[src/rtl/smc_wr_strobe_ctrl_if.sv]
`default_nettype none
// ============================================================================
// smc_wr_strobe_ctrl_if : write request/config bundle and pad strobe outputs
// Revision: 1.0
// ============================================================================
interface smc_wr_strobe_ctrl_if #(
  parameter int NUM_LANES = 4,
  parameter int CNT_W     = 4
);
  logic                 wr_req;
  logic [NUM_LANES-1:0] wr_be;
  logic                 r_full;
  logic [CNT_W-1:0]     cfg_setup;
  logic [CNT_W-1:0]     cfg_strobe;
  logic [CNT_W-1:0]     cfg_hold;
  logic [NUM_LANES-1:0] smc_n_we;
  logic                 smc_n_wr;
  logic                 wr_busy;
  logic                 wr_ack;

  modport master (
    output wr_req, wr_be, r_full, cfg_setup, cfg_strobe, cfg_hold,
    input  smc_n_we, smc_n_wr, wr_busy, wr_ack
  );

  modport slave (
    input  wr_req, wr_be, r_full, cfg_setup, cfg_strobe, cfg_hold,
    output smc_n_we, smc_n_wr, wr_busy, wr_ack
  );
endinterface
`default_nettype wire

[src/rtl/smc_wr_strobe_ctrl.sv]
`default_nettype none
// ============================================================================
// smc_wr_strobe_ctrl : registered SETUP/STROBE/HOLD write-strobe sequencer
// Revision: 1.0
// ============================================================================
module smc_wr_strobe_ctrl #(
  parameter int NUM_LANES = 4,
  parameter int CNT_W     = 4
) (
  input wire                  sys_clk,
  input wire                  n_sys_reset,
  smc_wr_strobe_ctrl_if.slave bus
);

  typedef enum logic [1:0] {
    S_IDLE   = 2'd0,
    S_SETUP  = 2'd1,
    S_STROBE = 2'd2,
    S_HOLD   = 2'd3
  } state_t;

  localparam logic [CNT_W-1:0] C_ONE = CNT_W'(1);

  state_t               state_q, state_d;
  logic [CNT_W-1:0]     cnt_q, cnt_d;
  logic [NUM_LANES-1:0] be_q, be_d;
  logic                 full_q, full_d;
  logic [CNT_W-1:0]     strb_q, strb_d;
  logic [CNT_W-1:0]     hold_q, hold_d;
  logic [CNT_W-1:0]     thr_q, thr_d;
  logic [NUM_LANES-1:0] n_we_q, n_we_d;
  logic                 n_wr_q, n_wr_d;
  logic                 busy_q, busy_d;
  logic                 ack_q, ack_d;
  logic                 w_end;
  logic                 w_accept;
  logic                 w_on;

  always_comb begin
    state_d = state_q;
    cnt_d   = cnt_q;
    be_d    = be_q;
    full_d  = full_q;
    strb_d  = strb_q;
    hold_d  = hold_q;
    thr_d   = thr_q;

    w_end    = ((state_q == S_STROBE) && (cnt_q == '0) && (hold_q == '0)) ||
               ((state_q == S_HOLD) && (cnt_q == '0));
    w_accept = bus.wr_req && ((state_q == S_IDLE) || w_end);

    case (state_q)
      S_SETUP: begin
        if (cnt_q == '0) begin
          state_d = S_STROBE;
          cnt_d   = strb_q;
        end else begin
          cnt_d = cnt_q - C_ONE;
        end
      end
      S_STROBE: begin
        if (cnt_q == '0) begin
          if (hold_q != '0) begin
            state_d = S_HOLD;
            cnt_d   = hold_q - C_ONE;
          end
        end else begin
          cnt_d = cnt_q - C_ONE;
        end
      end
      S_HOLD: begin
        if (cnt_q != '0) cnt_d = cnt_q - C_ONE;
      end
      default: ;
    endcase

    if (w_end) begin
      state_d = S_IDLE;
      cnt_d   = '0;
    end

    if (w_accept) begin
      be_d   = bus.wr_be;
      full_d = bus.r_full;
      strb_d = bus.cfg_strobe;
      hold_d = bus.cfg_hold;
      // Half-width strobe stays asserted while the down-counter is >= ceil(strobe/2).
      thr_d  = (bus.cfg_strobe >> 1) + CNT_W'(bus.cfg_strobe[0]);
      if (bus.cfg_setup != '0) begin
        state_d = S_SETUP;
        cnt_d   = bus.cfg_setup - C_ONE;
      end else begin
        state_d = S_STROBE;
        cnt_d   = bus.cfg_strobe;
      end
    end

    // Outputs are decoded from the next state so the pads change exactly on phase boundaries.
    w_on   = (state_d == S_STROBE) && (full_d || (cnt_d >= thr_d));
    n_wr_d = ~w_on;
    n_we_d = w_on ? ~be_d : '1;
    busy_d = (state_d != S_IDLE);
    ack_d  = ((state_d == S_STROBE) && (cnt_d == '0) && (hold_d == '0)) ||
             ((state_d == S_HOLD) && (cnt_d == '0));
  end

  always_ff @(posedge sys_clk or negedge n_sys_reset) begin
    if (!n_sys_reset) begin
      state_q <= S_IDLE;
      cnt_q   <= '0;
      be_q    <= '0;
      full_q  <= 1'b0;
      strb_q  <= '0;
      hold_q  <= '0;
      thr_q   <= '0;
      n_we_q  <= '1;
      n_wr_q  <= 1'b1;
      busy_q  <= 1'b0;
      ack_q   <= 1'b0;
    end else begin
      state_q <= state_d;
      cnt_q   <= cnt_d;
      be_q    <= be_d;
      full_q  <= full_d;
      strb_q  <= strb_d;
      hold_q  <= hold_d;
      thr_q   <= thr_d;
      n_we_q  <= n_we_d;
      n_wr_q  <= n_wr_d;
      busy_q  <= busy_d;
      ack_q   <= ack_d;
    end
  end

  assign bus.smc_n_we = n_we_q;
  assign bus.smc_n_wr = n_wr_q;
  assign bus.wr_busy  = busy_q;
  assign bus.wr_ack   = ack_q;

endmodule
`default_nettype wire

[src/flat_wrapper.sv]
// flat-port wrapper written by rule: the top's interface ports become plain ports
module smc_wr_strobe_ctrl_flat 
#(
  parameter int NUM_LANES = 4,
  parameter int CNT_W     = 4
)
  (sys_clk, n_sys_reset, bus_wr_req, bus_wr_be, bus_r_full, bus_cfg_setup, bus_cfg_strobe, bus_cfg_hold, bus_smc_n_we, bus_smc_n_wr, bus_wr_busy, bus_wr_ack);
  smc_wr_strobe_ctrl_if #(.NUM_LANES(NUM_LANES), .CNT_W(CNT_W)) bus_i ();
  input wire sys_clk;
  input wire n_sys_reset;
  input wire logic [$bits(bus_i.wr_req)-1:0] bus_wr_req;
  input wire logic [$bits(bus_i.wr_be)-1:0] bus_wr_be;
  input wire logic [$bits(bus_i.r_full)-1:0] bus_r_full;
  input wire logic [$bits(bus_i.cfg_setup)-1:0] bus_cfg_setup;
  input wire logic [$bits(bus_i.cfg_strobe)-1:0] bus_cfg_strobe;
  input wire logic [$bits(bus_i.cfg_hold)-1:0] bus_cfg_hold;
  output wire logic [$bits(bus_i.smc_n_we)-1:0] bus_smc_n_we;
  output wire logic [$bits(bus_i.smc_n_wr)-1:0] bus_smc_n_wr;
  output wire logic [$bits(bus_i.wr_busy)-1:0] bus_wr_busy;
  output wire logic [$bits(bus_i.wr_ack)-1:0] bus_wr_ack;
  assign bus_i.wr_req = bus_wr_req;
  assign bus_i.wr_be = bus_wr_be;
  assign bus_i.r_full = bus_r_full;
  assign bus_i.cfg_setup = bus_cfg_setup;
  assign bus_i.cfg_strobe = bus_cfg_strobe;
  assign bus_i.cfg_hold = bus_cfg_hold;
  assign bus_smc_n_we = bus_i.smc_n_we;
  assign bus_smc_n_wr = bus_i.smc_n_wr;
  assign bus_wr_busy = bus_i.wr_busy;
  assign bus_wr_ack = bus_i.wr_ack;
  smc_wr_strobe_ctrl #(.NUM_LANES(NUM_LANES), .CNT_W(CNT_W)) u_core (.sys_clk(sys_clk), .n_sys_reset(n_sys_reset), .bus(bus_i));
endmodule
[config.mk]
export PLATFORM = sky130hd
export DESIGN_NAME = smc_wr_strobe_ctrl_flat
export DESIGN_NICKNAME = d
export VERILOG_FILES = /design/src/rtl/smc_wr_strobe_ctrl_if.sv /design/src/rtl/smc_wr_strobe_ctrl.sv /design/src/flat_wrapper.sv
export SDC_FILE = /design/constraint.sdc
export NUM_CORES = 1
export LEC_CHECK = 0
export BUFFER_PORTS_ARGS = -buffer_cell sky130_fd_sc_hd__buf_4
export CORE_ASPECT_RATIO = 0.9
export CORE_MARGIN = 1
export CORE_UTILIZATION = 45
export DETAILED_ROUTE_END_ITERATION = 8
export PLACE_DENSITY = 0.65
export SLEW_MARGIN = 0
export SYNTH_ARGS = -nofsm -noshare
export SYNTH_HDL_FRONTEND = slang
export SYNTH_SLANG_ARGS = --single-unit
[constraint.sdc]
create_clock -name sys_clk -period 4.65 [get_ports sys_clk]
set_input_delay 0.2325 -clock sys_clk [delete_from_list [all_inputs] [get_ports sys_clk]]
set_output_delay 0.2325 -clock sys_clk [all_outputs]
set_load 0.005 [all_outputs]
# Word level (Yosys, flattened, before mapping)
# Cells that the tools add are included.
dict set report classes {
  reduce_logical 21
  n_bitwise 2
  add_sub_neg 4
  mux 20
  eq_ne 5
  order_cmp 1
}
# operator n
set ops {}
lappend ops {{$mux 4} 11}
lappend ops {{$logic_not 4->1} 4}
lappend ops {{$mux 2} 6}
lappend ops {{$pmux 4 s3} 1}
lappend ops {{$reduce_bool 4->1} 3}
lappend ops {{$sub 4x1->4 const B} 3}
lappend ops {{$eq 2x2->1 const B} 4}
lappend ops {{$logic_and 1x1->1} 8}
lappend ops {{$add 3x1->4} 1}
lappend ops {{$ge 4x4->1} 1}
lappend ops {{$logic_or 1x1->1} 4}
lappend ops {{$not 4->4} 1}
lappend ops {{$pmux 2 s2} 1}
lappend ops {{$eq 2x1->1 const B} 1}
lappend ops {{$logic_not 2->1} 1}
lappend ops {{$reduce_bool 2->1} 1}
lappend ops {{$mux 1} 1}
lappend ops {{$not 1->1} 1}
dict set report totals {
  in_bits 20
  ff_bits 30
  output_inout_bits 7
  word_cells 64
}

# Logic depth before layout (Yosys ltp)
dict set report logic_depth {
  ltp_word 11
  ltp_mapped 15
  depth_no_buf 14
}

# Least setup slack after synthesis
# OpenSTA, ideal clock, no wires.
dict set report synth_timing {
  kind {flip-flop to flip-flop}
  start {register u_core.cnt_q[0]}
  end {register u_core.n_we_q[0] (netlist: u_core.bus.smc_n_we[0])}
  setup_slack_ns 1.332
  stages_incl_launch_ff 16
  synth_period_minus_slack_ns 3.318
  required_time_ns 4.586
  setup_ns 0.064
  path_buffers 3
  arrival_time_ns 3.254
  cell_sequence {dfrtp_1 -> inv_1 -> ha_1 -> or3b_1 -> buf_6 -> o31a_1 -> buf_2 -> buf_1 -> mux2_1 -> ha_1 -> inv_1 -> a21boi_0 -> o21ai_0 -> a21oi_1 -> a221o_2 -> nand3_1}
}
dict set report synth_via {
  elab_chain_len 11
  word_cells_on_any_way 30
  classes_between {add/sub (1); order compare (1); eq/ne (1); mux (16); bitwise (1); reduce/logical (10)}
}
# item line
set synth_lines {}
lappend synth_lines {{start, declared} smc_wr_strobe_ctrl.sv:25} ;# logic [CNT_W-1:0] cnt_q, cnt_d;
lappend synth_lines {{start signal, assigned} smc_wr_strobe_ctrl.sv:122} ;# cnt_q <= cnt_d;
lappend synth_lines {{$logic_not 4->1 (*)} {smc_wr_strobe_ctrl.sv:48, smc_wr_strobe_ctrl.sv:49}}
lappend synth_lines {{$logic_and 1x1->1 (2 in series)} smc_wr_strobe_ctrl.sv:48} ;# w_end = ((state_q == S_STROBE) && (cnt_q == '0) && (hold_q == '0)) ||
lappend synth_lines {{$logic_or 1x1->1 (*)} smc_wr_strobe_ctrl.sv:48}
lappend synth_lines {{$logic_or 1x1->1 (*)} smc_wr_strobe_ctrl.sv:50} ;# w_accept = bus.wr_req && ((state_q == S_IDLE) || w_end);
lappend synth_lines {{$logic_and 1x1->1 (*)} smc_wr_strobe_ctrl.sv:50}
lappend synth_lines {{$mux 4 (*)} smc_wr_strobe_ctrl.sv:82} ;# if (w_accept) begin
lappend synth_lines {{named net u_core.thr_d[0]} smc_wr_strobe_ctrl.sv:30} ;# logic [CNT_W-1:0] thr_q, thr_d;
lappend synth_lines {{$ge 4x4->1 (*)} smc_wr_strobe_ctrl.sv:99} ;# w_on = (state_d == S_STROBE) && (full_d || (cnt_d >= thr_d));
lappend synth_lines {{$logic_or 1x1->1 (*)} smc_wr_strobe_ctrl.sv:99}
lappend synth_lines {{$logic_and 1x1->1 (*)} smc_wr_strobe_ctrl.sv:99}
lappend synth_lines {{$mux 4 (*)} smc_wr_strobe_ctrl.sv:101} ;# n_we_d = w_on ? ~be_d : '1;
lappend synth_lines {{named net u_core.n_we_d[0]} smc_wr_strobe_ctrl.sv:31} ;# logic [NUM_LANES-1:0] n_we_q, n_we_d;
lappend synth_lines {{end signal, assigned} smc_wr_strobe_ctrl.sv:128} ;# n_we_q <= n_we_d;
lappend synth_lines {{end, declared} smc_wr_strobe_ctrl.sv:31}
# The timed path passes the listed nets; every way through them passes the cells marked *.
# A chain may end at the register's enable or synchronous reset.

# Final worst setup path
dict set report layout_timing {
  start {register u_core.cnt_q[0]}
  end {register u_core.n_we_q[2] (netlist: u_core.bus.smc_n_we[2])}
}
# Same word-level chain as after synthesis.

==> impl_metrics.tcl <==
set metrics [dict create \
    drv_slew 0 \
    synth-seq-area-share 0.415 \
    critPathArrivalTime_ps 3750 \
    fin_area_um2 2150 \
    end_kind "flop" \
    dp.cells 247 \
    final_cell_mix "buf_4, dfrtp_1, inv_1" \
    clk_latency_ps 270 \
    worst_path_dominant_cell_family "compound AO/OA/AOI/OAI gates" \
    core_um2 3810 \
    grt_pass1_vias 1526 \
    drcViolationCount 0 \
    grtUsageMet1 0.268 \
    worstPathRequired_ps 4860 \
    relSlewSlack 0.390 \
    use_met3 0.0581 \
    powerDensity_nw_per_um2 690 \
    numCtsBuffers 5 \
    clock_path_buffers 2 \
    port_buffers 26 \
    period_share 0.762 \
    synth-simple-area-share 0.143 \
    synth_cells 179 \
    hold_viol 0 \
    max_freq_ghz 0.282 \
    cts-resized-gates 0 \
    die_x_um 69.1 \
    placed_area_um2 2050 \
    status "completed" \
    die_h_um 62.4 \
    synth_seq_cells 30 \
    synth_async_sr_flop_share 1.00 \
    leakagePower_nw 0.964 \
    synth_top_family_by_area "compound AO/OA/AOI/OAI gates" \
    vias_per_cell 5.65 \
    dieArea_um2 4310 \
    grt_setup_unrepaired "no" \
    antenna_found_initial 0 \
    pin_count 27 \
    drive_above_1_share 0.262 \
    syn-num-nets 214 \
    syn-cell-area_um2 1820 \
    met2_usage 0.334 \
    gp_congestion 0.883 \
    critical_path_buf_inv_count 2 \
    grt_pass1_wl_um 7050 \
    finalPower_mw 1.48 \
    drv_cap 0 \
    worst_pin_slew_ps 915 \
    area_growth_pct 17.7 \
    layout_min_cycle_time_ps 3540 \
    drt-initial-drc-count 70 \
    antenna_cells 0 \
    wl_per_cell_um 15.6 \
    start_kind "flop" \
    setup_tns_ps 0 \
    grt_max_degree 31 \
    setup_viol 0 \
    fin_ws_ps 1110 \
    postSynthAreaPerCell_um2 10.2 \
    finalNetCount 244 \
    worstPathMaxFanout 21 \
    busiest_layer "met2" \
    synth_mux_area_frac 0.0926 \
    dp_slack_ps 1120 \
    root_buffer "clkbuf_8" \
    synth_fa_ha_area_frac 0.103 \
    firstDrtPassIters 4 \
    synth_ff_type "dfrtp_1" \
    synth_cell_types 49 \
    clk_pin_slew_worst_paths_ps 60 \
    final_common_cell "buf_4" \
    num_vias 1447 \
    fin_skew_ps 6.71 \
    synth_edf_count 0 \
    initial_core_util 0.479 \
    grt_overflow_total 0 \
    wirelength_um 3980 \
    tritoncts "yes" \
    synth_compound_gate_area_share 0.184 \
    path_cells "inv_1 -> ha_1 -> or3b_1 -> o31a_1 -> mux2_1 -> inv_1 -> ha_1 -> a21boi_0 -> o21ai_0 -> a21oi_1 -> a221o_2 -> nand3_1" \
    std_cell_rows 21 \
    ant_nets 0 \
    slowest_stage "o31a_1" \
    cpPeakStageDelay_ps 630 \
    yosys_warnings 0 \
    hold_class "input port to flop" \
    grt_usage 0.207 \
    synthXorXnorAreaFrac 0.00480 \
    peakVddDrop_mv 0.311 \
    clkSinkCount 30 \
    htree_levels 2 \
    dp_hpwl_um 3080 \
    final_cells 256 \
    worstSetupPathType "flop to flop" \
]
state kept, by name, indices dropped and copies added, names as in the netlist:
signal / cells
u_core.be_q: 4
u_core.bus.smc_n_we: 4
u_core.bus.smc_n_wr: 1
u_core.bus.wr_ack: 1
u_core.bus.wr_busy: 1
u_core.cnt_q: 4
u_core.full_q: 1
u_core.hold_q: 4
u_core.state_q: 2
u_core.strb_q: 4
u_core.thr_q: 4
cell type report:
| cell class | count | area, um^2 |
|---|---|---|
| Clock buffer | 7 | 86.3 |
| Clock inverter | 1 | 5.00 |
| Fill cell | 352 | 1660 |
| Inverter | 18 | 67.6 |
| Multi-Input combinational cell | 126 | 961 |
| Sequential cell | 30 | 757 |
| Tap cell | 46 | 57.6 |
| Timing Repair Buffer | 28 | 213 |
synth_stat cells, types with 2 or more instances:
library cell	n	area share
a211oi_1	2	0.0082
nor3_1	5	0.014
o21a_1	2	0.0082
a21oi_1	10	0.027
nand3_1	8	0.022
ha_1	15	0.10
buf_6	2	0.012
o21ai_0	10	0.027
inv_1	18	0.037
o211ai_1	3	0.012
dfrtp_1	25	0.34
o22ai_1	2	0.0069
nand2b_1	2	0.0069
mux2_2	7	0.043
mux2_1	8	0.049
nor2_1	12	0.025
nand2_1	11	0.023
nor3b_2	2	0.014
dfstp_2	5	0.072
stage by stage:
| stage | utilization | hold WS (ps) |
|---|---|---|
| 6_report | 0.564 | 185 |
| 5_1_grt | 0.564 | 191 |
| 4_1_cts | 0.564 | 184 |
| 3_5_place_dp | 0.537 | 182 |
| 3_3_place_gp | 0.537 | 174 |
| 2_1_floorplan | - | -63.1 |
what timing repair did:
action / 4_1_cts / 5_1_grt
buffers inserted: 0 / 0
hold endpoints to repair: 25 / 0
hold buffers: 1 / 0
per-layer routing:
| layer | wire length, um | vias up |
|---|---|---|
| met5 | 0 | - |
| met4 | 38 | 0 |
| met3 | 232 | 4 |
| met2 | 1910 | 42 |
| met1 | 1800 | 697 |
| li1 | - | 704 |
final timing paths:
kind	from	end	slack, ps	cells after the start
max	u_core.cnt_q[0]	u_core.bus.smc_n_we[2]	1110	12
min	bus_cfg_hold[1]	u_core.hold_q[1]	190	2
max reg2reg	u_core.cnt_q[0]	u_core.bus.smc_n_we[2]	1110	12
min reg2reg	u_core.thr_q[1]	u_core.thr_q[1]	500	1
max in group asynchronous	n_sys_reset	u_core.bus.smc_n_wr	3910	2
min in group asynchronous	n_sys_reset	u_core.strb_q[3]	410	2
where the power goes:
part           leakage [nW]  switching, mW  internal (mW)  total (mW)
Combinational         0.560          0.441          0.349       0.790
Clock                0.0482         0.0889          0.119       0.208
Sequential            0.356         0.0933          0.390       0.483
worst register-to-register path, cell delays in order, from the launching register on:
cell	delay [ps]
dfrtp_1	440
inv_1	80
ha_1	220
or3b_1	520
o31a_1	630
mux2_1	460
inv_1	70
ha_1	210
a21boi_0	110
o21ai_0	150
a21oi_1	80
a221o_2	410
nand3_1	100
kinds of logic (layout without fill, tap and decap cells):
logic type / count (synthesis) / in the layout
AOI/OAI and AO/OA: 46 / 46
xor gates and xnor gates: 1 / 1
adders and majority gates: 15 / 15
buffers and inverters: 23 / 54
DFF: 30 / 30
muxes: 15 / 15
and+or+nand+nor: 49 / 49
Note: power is estimated with default switching activity, not from simulation.
